`src/rtl/uart_rx_deser.sv`:
```
`default_nettype none
// +----------------------------------------------------------------------------+
// | Module      : uart_rx_deser                                                |
// | Description : UART receive deserializer, 8N1 (8E1 with UART_RX_PARITY_EN). |
// | Revision    : 1.0 - initial release                                        |
// +----------------------------------------------------------------------------+
module uart_rx_deser #(
    parameter int CLKS_PER_BIT = 434,
    parameter int SYNC_STAGES  = 2
) (
    input  logic       clk,
    input  logic       rst_n,
    input  logic       i_rx_line,
    output logic [7:0] o_rx,
    output logic       o_irq,
    output logic       o_rx_busy,
    output logic       o_frame_err,
    output logic       o_parity_err
);

    localparam int c_TMR_W = $clog2(CLKS_PER_BIT);
    localparam logic [c_TMR_W-1:0] c_TMR_FULL = c_TMR_W'(CLKS_PER_BIT - 1);
    localparam logic [c_TMR_W-1:0] c_TMR_HALF = c_TMR_W'(CLKS_PER_BIT / 2 - 1);

    localparam logic [2:0] c_ST_IDLE   = 3'd0;
    localparam logic [2:0] c_ST_START  = 3'd1;
    localparam logic [2:0] c_ST_DATA   = 3'd2;
`ifdef UART_RX_PARITY_EN
    localparam logic [2:0] c_ST_PARITY = 3'd3;
`endif
    localparam logic [2:0] c_ST_STOP   = 3'd4;
    localparam logic [2:0] c_ST_ERR    = 3'd5;

    logic [SYNC_STAGES-1:0] r_sync;
    logic                   w_rx_s;
    logic [2:0]             r_state;
    logic [2:0]             w_state_nxt;
    logic [c_TMR_W-1:0]     r_tmr;
    logic                   w_tmr_full;
    logic                   w_tmr_half;
    logic [2:0]             r_bit_idx;
    logic [7:0]             r_shreg;
    logic [7:0]             r_rx;
    logic                   r_irq;

    // Preset to idle-high so reset release never looks like a start edge
    always_ff @(posedge clk or negedge rst_n) begin
        if (!rst_n) begin
            r_sync <= '1;
        end else begin
            r_sync <= {r_sync[SYNC_STAGES-2:0], i_rx_line};
        end
    end

    assign w_rx_s     = r_sync[SYNC_STAGES-1];
    assign w_tmr_full = (r_tmr == c_TMR_FULL);
    assign w_tmr_half = (r_tmr == c_TMR_HALF);

    always_ff @(posedge clk or negedge rst_n) begin
        if (!rst_n) begin
            r_state <= c_ST_IDLE;
        end else begin
            r_state <= w_state_nxt;
        end
    end

    always_comb begin
        w_state_nxt = r_state;
        case (r_state)
            c_ST_IDLE: begin
                if (!w_rx_s) w_state_nxt = c_ST_START;
            end
            c_ST_START: begin
                if (w_tmr_half) w_state_nxt = w_rx_s ? c_ST_IDLE : c_ST_DATA;
            end
            c_ST_DATA: begin
                if (w_tmr_full && (r_bit_idx == 3'd7)) begin
`ifdef UART_RX_PARITY_EN
                    w_state_nxt = c_ST_PARITY;
`else
                    w_state_nxt = c_ST_STOP;
`endif
                end
            end
`ifdef UART_RX_PARITY_EN
            c_ST_PARITY: begin
                if (w_tmr_full) w_state_nxt = c_ST_STOP;
            end
`endif
            c_ST_STOP: begin
                if (w_tmr_full) w_state_nxt = w_rx_s ? c_ST_IDLE : c_ST_ERR;
            end
            c_ST_ERR: begin
                if (w_rx_s) w_state_nxt = c_ST_IDLE;
            end
            default: w_state_nxt = c_ST_IDLE;
        endcase
    end

    always_comb begin
        o_rx_busy   = 1'b0;
        o_frame_err = 1'b0;
        if (r_state != c_ST_IDLE) o_rx_busy = 1'b1;
        if (r_state == c_ST_ERR)  o_frame_err = 1'b1;
    end

    // Timer restarts on every state change so each mark is one bit after the previous
    always_ff @(posedge clk or negedge rst_n) begin
        if (!rst_n) begin
            r_tmr <= '0;
        end else if ((w_state_nxt != r_state) || (r_state == c_ST_IDLE) ||
                     (r_state == c_ST_ERR) || w_tmr_full) begin
            r_tmr <= '0;
        end else begin
            r_tmr <= r_tmr + 1'b1;
        end
    end

    always_ff @(posedge clk or negedge rst_n) begin
        if (!rst_n) begin
            r_bit_idx <= 3'd0;
            r_shreg   <= 8'h00;
            r_rx      <= 8'h00;
            r_irq     <= 1'b0;
        end else begin
            r_irq <= 1'b0;
            if (r_state == c_ST_START) begin
                r_bit_idx <= 3'd0;
            end
            if ((r_state == c_ST_DATA) && w_tmr_full) begin
                r_shreg[r_bit_idx] <= w_rx_s;
                r_bit_idx          <= r_bit_idx + 1'b1;
            end
            if ((r_state == c_ST_STOP) && w_tmr_full && w_rx_s) begin
                r_rx  <= r_shreg;
                r_irq <= 1'b1;
            end
        end
    end

    assign o_rx  = r_rx;
    assign o_irq = r_irq;

`ifdef UART_RX_PARITY_EN
    logic r_parity_err;

    always_ff @(posedge clk or negedge rst_n) begin
        if (!rst_n) begin
            r_parity_err <= 1'b0;
        end else if ((r_state == c_ST_IDLE) && (w_state_nxt == c_ST_START)) begin
            r_parity_err <= 1'b0;
        end else if ((r_state == c_ST_PARITY) && w_tmr_full) begin
            r_parity_err <= (w_rx_s != ^r_shreg);
        end
    end

    assign o_parity_err = r_parity_err;
`else
    assign o_parity_err = 1'b0;
`endif

endmodule
`default_nettype wire

```
`config.mk`:
```
export PLATFORM = sky130hd
export DESIGN_NAME = uart_rx_deser
export DESIGN_NICKNAME = d
export VERILOG_FILES = /design/src/rtl/uart_rx_deser.sv
export SDC_FILE = /design/constraint.sdc
export NUM_CORES = 1
export LEC_CHECK = 0
export ABC_CLOCK_PERIOD_IN_PS = 1750
export BUFFER_PORTS_ARGS = -buffer_cell sky130_fd_sc_hd__buf_2
export CAP_MARGIN = 20
export CORE_MARGIN = 2
export CORE_UTILIZATION = 52
export DETAILED_ROUTE_END_ITERATION = 10
export PLACE_DENSITY_LB_ADDON = 0.08
export RECOVER_POWER = 50
export SLEW_MARGIN = 25
export SYNTH_ARGS = -nofsm -noshare
export SYNTH_HDL_FRONTEND = slang
export SYNTH_SLANG_ARGS = --single-unit
```
`constraint.sdc`:
```
create_clock -name clk -period 1.75 [get_ports clk]
set_input_delay 0.175 -clock clk [delete_from_list [all_inputs] [get_ports clk]]
set_output_delay 0.175 -clock clk [all_outputs]
set_load 0.1 [all_outputs]
```
==> flow_metrics.py, run 1 <==
metrics = {
    "worst_setup_path": {
        "reg2reg_depth": 6,
        "crit_type": "register to register",
        "critPathLaunchType": "register",
        "crit_fanout": 5,
        "reg2reg_to": "r_shreg[4]",
        "worst-r2r-setup-slack_ns": -0.06,
        "arrival_ns": 2.03,
        "critPathLaunch": "r_tmr[1]",
        "cpLargestDelayFamily": "simple AND/OR/NAND/NOR gates",
        "cp_slowest_cell": "dfrtp_1",
        "rr_startpoint": "r_tmr[1]",
        "crit_buf_inv": 1,
        "critPathMaxStageDelay_ns": 0.41,
        "cp_cell_sequence": "inv_2 > ha_4 > and4bb_4 > nand4_4 > nor4b_4 > mux2_4",
        "required_ns": 1.98,
        "cp-end-kind": "register",
    },
    "cells_and_area": {
        "mostFrequentLayoutCell": "dfrtp_1",
        "final_cell_mix": "dfrtp_1 (30), buf_4 (26), nor2_1 (14), mux2_2 (11), buf_2 (10)",
        "fin_cells": 238,
        "drive_above_1_share_pct": 46.4,
        "syn2layout_area_growth_pct": 32.2,
        "diodes": 0,
        "fin_nets": 201,
        "fin_area_um2": 2260,
        "final_core_util_pct": 73.3,
    },
    "drt": {
        "drc": 0,
        "wl_met3_um": 118,
        "drtIter0Drc": 65,
        "vias": 1218,
        "wl_um": 3490,
        "ant_nets": 0,
        "wl_met1_um": 1660,
        "dr.max_layer_used": "met4",
        "vias_per_cell": 5.12,
        "wl_met2_um": 1650,
        "detail_route.first_pass.iterations": 4,
        "wire_per_inst_um": 14.7,
    },
    "synthesis": {
        "synth_cell_types": 41,
        "synth.avg_cell_area_um2": 11.5,
        "syn_area_um2": 1710,
        "synth_warnings": 0,
        "netlist.area_leader.share_pct": 46.9,
        "ys_ff_latch": 34,
        "yosysSeqAreaShare_pct": 50.0,
        "synth.net_count": 157,
        "synthTopCellsByArea": "dfrtp_1 (47%), mux2_2 (8.6%), ha_1 (3.7%)",
        "synth_cells": 149,
        "synth_area_leader_cell": "dfrtp_1",
    },
    "place": {
        "dpl_cell_area_um2": 1950,
        "dp_hpwl_um": 2150,
        "port_buffers": 13,
        "dpl.cell_count": 219,
        "place.gp.congestion": 0.779,
        "detailedPlace.worstSlack_ns": -0.149,
    },
    "floorplanning": {
        "dieArea_um2": 3760,
        "die_y_um": 61.3,
        "start_util_pct": 55.5,
        "core_area_um2": 3080,
        "die_x_um": 61.3,
        "ioPinCount": 15,
        "rows": 20,
    },
    "global_route": {
        "grt_max_degree": 35,
        "grt_overflow": 0,
        "antenna_found_initial": 0,
        "grt_pass1_vias": 1121,
        "grtUsageTotal_pct": 19.9,
        "grt_pass1_wl_um": 5330,
    },
    "hold_path": {
        "worstHoldEndpoint": "r_sync[1]",
        "worstHoldPathCells": 0,
        "min-delay-start": "r_sync[0]",
        "hp-class": "register to register",
    },
    "sta": {
        "fmaxAchievable_ghz": 0.553,
        "clock_skew_ns": 0.0109,
        "rsz0062_at_grt": "yes",
        "worst_pin_slew_ns": 0.812,
        "fin_hold_ws_ns": 0.361,
        "period_share_pct": 103,
        "final.min_clock_period_ns": 1.81,
        "setup_violations": 5,
        "fin_ws_ns": -0.0593,
        "relSlewSlack_pct": 45.9,
        "maxSlewViolCount": 0,
        "hold_viol_final": 0,
        "final.setup.tns_ns": -0.116,
    },
    "pwr": {
        "comb_power_share_pct": 2.8,
        "irDropWorstVdd_uv": 485,
        "intPower_mw": 0.989,
        "p_total_mw": 1.29,
        "powerDensity_nw_per_um2": 572,
        "netSwitchingFraction_pct": 23.4,
        "pwr-share-seq_pct": 61.2,
        "p_sw_mw": 0.302,
        "power.leakage_nw": 1.04,
        "p_clk_share_pct": 36.0,
    },
    "clock_network": {
        "htree_levels": 2,
        "clk_path_buf_depth": 2,
        "cts-root-buf": "clkbuf_4",
        "numCtsBuffers": 5,
        "cts.sinks": 34,
        "clk_pin_slew_ns": 0.10,
        "clk_latency_ns": 0.34,
        "cts_tree": "built",
    },
    "run_status": {
        "violations": "negative setup slack",
        "outcome": "finished with violations",
    },
    "run": {
        "max_cap_violations": 0,
    },
}
==> cell usage after synthesis <==
library cell and n:
a21oi_1 3, and2_1 2, and3_1 2, and4b_1 1
and4b_4 1, and4bb_4 1, buf_1 1, buf_2 2
buf_4 2, buf_6 1, clkbuf_1 1, conb_1 1
dfrtp_1 32, dfstp_2 2, ha_1 5, inv_1 9
mux2_1 3, mux2_2 13, nand2_1 6, nand2b_1 1
nand3_1 7, nand3_2 1, nand3b_1 4, nand4_1 1
nand4_4 1, nor2_1 15, nor2_4 1, nor2b_1 2
nor3_1 1, nor3_2 2, nor3_4 1, nor3b_1 1
nor4_1 2, nor4b_2 3, nor4bb_1 1, o21ai_0 6
o21bai_1 1, or3_1 1, or3b_1 1, xnor2_1 6
xor2_1 2
==> how the worst max path moves through the flow <==
stage | to | slack [ns] | depth (start not counted)
4_1_cts | r_shreg[2] | -0.04 | 6
6_report | r_shreg[4] | -0.06 | 6
5_1_grt | r_shreg[4] | -0.14 | 6
3_5_place_dp | r_shreg[1] | -0.15 | 6
2_1_floorplan | r_shreg[5] | 0.02 | 7
3_3_place_gp | r_shreg[2] | -0.06 | 6
==> what timing repair did <==
| item | 4_1_cts | 5_1_grt |
|---|---|---|
| setup buffers | 3 | 4 |
| resized for setup | 9 | 23 |
| hold endpoints to repair | 33 | 0 |
| pin swaps | 2 | 7 |
| setup endpoints to repair | 17 | 27 |
| hold buffers | 2 | 0 |
| gates cloned | 2 | 0 |
==> cells by family (layout without fill, tap and decap cells) <==
kind of cell	Yosys count	count (layout)	synth area share, %
buffers and inverters	16	59	4.54
xor gates and xnor gates	8	8	4.10
DFF	34	34	50.0
other	1	1	0.220
adders and majority gates	5	5	3.66
muxes	16	16	10.5
AOI/OAI and AO/OA	10	10	3.08
and+or+nand+nor	59	61	23.9
==> final cells by class <==
class,count,area (um2)
Tap cell,44,55.1
Clock inverter,2,12.5
Fill cell,219,821
Multi-Input combinational cell,101,936
Timing Repair Buffer,42,313
Sequential cell,34,856
Clock buffer,6,51.3
Inverter,9,33.8
==> metal layers <==
metal | GRT usage [%] | vias to the layer above
met3 | 5.67 | 8
met1 | 28.0 | 582
met4 | 7.76 | 0
met5 | 0 | -
li1 | - | 604
met2 | 29.2 | 24
==> state kept, by name, summed over array words and instances (netlist names) <==
signal,cells
o_irq,1
o_rx,8
r_bit_idx,3
r_shreg,8
r_state,3
r_sync,2
r_tmr,9
==> power by group through the flow <==
stage | combinational, mW | sequential (mW) | clock [mW]
final | 0.0360 | 0.790 | 0.465
after global routing | 0.0408 | 0.791 | 0.513
after CTS | 0.0375 | 0.790 | 0.478
after detailed placement | 0.0341 | 0.806 | 0
after global placement | 0.0332 | 0.806 | 0
after floorplan | 0.0148 | 0.806 | 0
No activity file was read; power rests on OpenSTA's default activity.
==> run 2, diff against run 1 <==
--- a/config.mk
+++ b/config.mk
@@ -5,11 +5,13 @@
 export SDC_FILE = /design/constraint.sdc
 export NUM_CORES = 1
 export LEC_CHECK = 0
+export ABC_AREA = 1
 export ABC_CLOCK_PERIOD_IN_PS = 1750
 export BUFFER_PORTS_ARGS = -buffer_cell sky130_fd_sc_hd__buf_2
 export CAP_MARGIN = 20
 export CORE_MARGIN = 2
 export CORE_UTILIZATION = 52
+export CTS_BUF_LIST = sky130_fd_sc_hd__clkbuf_16
 export DETAILED_ROUTE_END_ITERATION = 10
 export PLACE_DENSITY_LB_ADDON = 0.08
 export RECOVER_POWER = 50
==> run 2 against run 1 <==
  * The run now ends clean
  * Global-route usage fell by 1.4 points
  * Via count rose by 6.7%
  * Synthesized area is 1.3% higher
  * Combinational power is 8.6% lower
  * Critical endpoint is now r_tmr[4]
  * Hold slack got worse by 0.0054 ns
  * Worst setup slack improved by 0.23 ns
  * Highest routed layer unchanged
  * Flip-flop and latch count unchanged
==> flow_metrics.py, run 2 <==
metrics = {
    "clock_network": {
        "clk_pin_slew_ns": 0.05,
        "cts_setup_buffers": 0,
        "clk_latency_ns": 0.27,
        "numCtsBuffers": 5,
        "cts.sinks": 34,
        "htree_levels": 2,
        "clk_path_buf_depth": 2,
        "cts_tree": "built",
        "cts-root-buf": "clkbuf_16",
    },
    "drt": {
        "wl_met3_um": 141,
        "wire_per_inst_um": 11.2,
        "detail_route.first_pass.iterations": 4,
        "wl_met1_um": 1490,
        "drtIter0Drc": 78,
        "vias": 1299,
        "wl_met2_um": 1280,
        "ant_nets": 0,
        "wl_um": 2920,
        "drc": 0,
        "vias_per_cell": 4.98,
        "dr.max_layer_used": "met4",
    },
    "cells_and_area": {
        "diodes": 0,
        "final_cell_mix": "nand2_1 (54), dfrtp_1 (32), inv_1 (17), nor2_1 (13)",
        "largest_register_ffs": 9,
        "mostFrequentLayoutCell": "nand2_1",
        "syn2layout_area_growth_pct": 16.5,
        "final_core_util_pct": 65.0,
        "drive_above_1_share_pct": 26.3,
        "fin_cells": 261,
        "fin_nets": 224,
        "top_register": "r_tmr",
    },
    "pwr": {
        "powerDensity_nw_per_um2": 823,
        "irDropWorstVdd_uv": 723,
        "power.leakage_nw": 1.00,
    },
    "synthesis": {
        "yosysSeqAreaShare_pct": 49.3,
        "synth_area_leader_cell": "dfrtp_1",
        "synth-async-reset-ratio_pct": 100,
        "synth-edff-count": 0,
        "yosys-top-cells-count": "nand2_1 (55), dfrtp_1 (32), inv_1 (17)",
        "synth.avg_cell_area_um2": 8.78,
        "ys_ff_latch": 34,
        "synth.net_count": 205,
        "synth_cell_types": 29,
        "synth_cells": 197,
        "synth_warnings": 0,
        "yosysMostFrequentCell": "nand2_1",
        "synthTopCellsByArea": "dfrtp_1 (46%), nand2_1 (12%), nor2_2 (4.0%)",
        "netlist.area_leader.share_pct": 46.3,
        "synth_ff_type": "dfrtp_1",
        "syn_area_um2": 1730,
    },
    "floorplanning": {
        "rows": 20,
        "die_x_um": 61.7,
        "dieArea_um2": 3810,
        "start_util_pct": 55.8,
        "core_area_um2": 3100,
        "ioPinCount": 15,
        "die_y_um": 61.7,
    },
    "hold_path": {
        "min-delay-start": "r_sync[0]",
        "hp-class": "register to register",
    },
    "place": {
        "dp_hpwl_um": 2100,
        "dpl.cell_count": 251,
        "port_buffers": 13,
        "place.gp.congestion": 0.813,
        "detailedPlace.worstSlack_ns": 0.112,
    },
    "global_route": {
        "grt_overflow": 0,
        "grt_max_degree": 35,
        "grt_pass1_vias": 1150,
        "grt_pass1_wl_um": 5030,
        "grtUsageTotal_pct": 18.5,
        "antenna_found_initial": 0,
    },
    "worst_setup_path": {
        "cp-end-kind": "register",
        "required_ns": 1.91,
        "cp_slowest_cell": "dfrtp_1",
        "crit_fanout": 9,
        "arrival_ns": 1.74,
        "critPathLaunchType": "register",
        "crit_buf_inv": 2,
        "cp_cell_sequence": "inv_1 > ha_2 > nand2_1 > inv_1 > nand2_4 > nor2_8 > nand3_4 > nand4_1 > nand2_2 > nand2_4 > nor2_2",
        "crit_type": "register to register",
        "cpLargestDelayFamily": "simple AND/OR/NAND/NOR gates",
        "critPathMaxStageDelay_ns": 0.39,
        "rr_startpoint": "r_tmr[1]",
        "critPathLaunch": "r_tmr[1]",
    },
    "sta": {
        "fmaxAchievable_ghz": 0.632,
        "worst_pin_slew_ns": 0.806,
        "setup_violations": 0,
        "fin_ws_ns": 0.168,
        "hold_viol_final": 0,
        "rsz0062_at_grt": "yes",
        "clock_skew_ns": 0.00279,
        "period_share_pct": 90.4,
        "final.min_clock_period_ns": 1.58,
        "relSlewSlack_pct": 46.3,
        "maxSlewViolCount": 0,
    },
    "run": {
        "max_cap_violations": 0,
    },
    "run_status": {
        "outcome": "finished clean",
    },
}
==> run 2: final cells by class <==
cell class | instances | area (um2)
multi-input cells | 137 | 785
clock inverters | 3 | 16.3
clock buffers | 5 | 125
flip-flops and latches | 34 | 853
repair buffers | 15 | 87.6
well taps | 44 | 55.1
inverters | 23 | 93.8
fillers | 276 | 1090
==> run 2: worst paths after layout <==
path | to | depth (start not counted) | slack [ns]
setup reg to reg | r_tmr[4] | 11 | 0.17
min in group asynchronous | r_tmr[3] | 2 | 0.53
max in group asynchronous | r_shreg[0] | 2 | 0.72
hold reg to reg | r_sync[1] | 0 | 0.36
setup / recovery | r_tmr[4] | 11 | 0.17
hold / removal | r_sync[1] | 0 | 0.36
==> run 2: cells by family (layout without fill, tap and decap cells) <==
| family | count (synthesis) | in the layout | share of synthesized area, % |
|---|---|---|---|
| other cells | 1 | 1 | 0.217 |
| buf+inv | 26 | 46 | 6.36 |
| xor+xnor | 7 | 7 | 3.54 |
| flops | 34 | 34 | 49.3 |
| fa+ha+maj | 5 | 5 | 3.62 |
| simple gates | 109 | 109 | 32.2 |
| compound gates | 15 | 15 | 4.70 |
==> run 2: timing repair <==
item                                   4_1_cts  5_1_grt
resized for setup                            0        7
setup endpoints to repair                    0       18
hold buffers                                 2        0
endpoints found under the hold margin       33        0
==> run 2: where the power goes <==
group          switching, mW  internal, mW  total, mW  leakage [nW]
Combinational         0.0282       0.00473     0.0329         0.483
Sequential           0.00249         0.791      0.794         0.453
Clock                  0.313         0.518      0.832        0.0672
==> run 2: metrics by stage <==
step / power (mW) / hold slack (ns) / setup TNS [ns] / area [um2]
6_report: 1.66 / 0.356 / 0 / 2020
5_1_grt: 1.72 / 0.357 / -0.00950 / 2020
4_1_cts: 1.68 / 0.357 / 0 / 1990
3_5_place_dp: 0.837 / 0.279 / 0 / 1830
3_3_place_gp: 0.837 / 0.265 / 0 / 1830
2_1_floorplan: 0.822 / -0.121 / 0 / 1730
==> run 2: worst reg2reg max path, delay by kind of cell (launching register included) <==
| family | cells | cell delay, ns |
|---|---|---|
| AND/OR/NAND/NOR | 8 | 0.71 |
| buffers and inverters | 2 | 0.18 |
| flip-flops | 1 | 0.39 |
| adder cells (fa/ha/maj) | 1 | 0.19 |
==> run 2: metal layers <==
metal / vias up / track usage (%)
met5: - / 0
met4: 0 / 6.99
met3: 2 / 6.51
met2: 36 / 26.6
met1: 605 / 25.8
li1: 656 / -
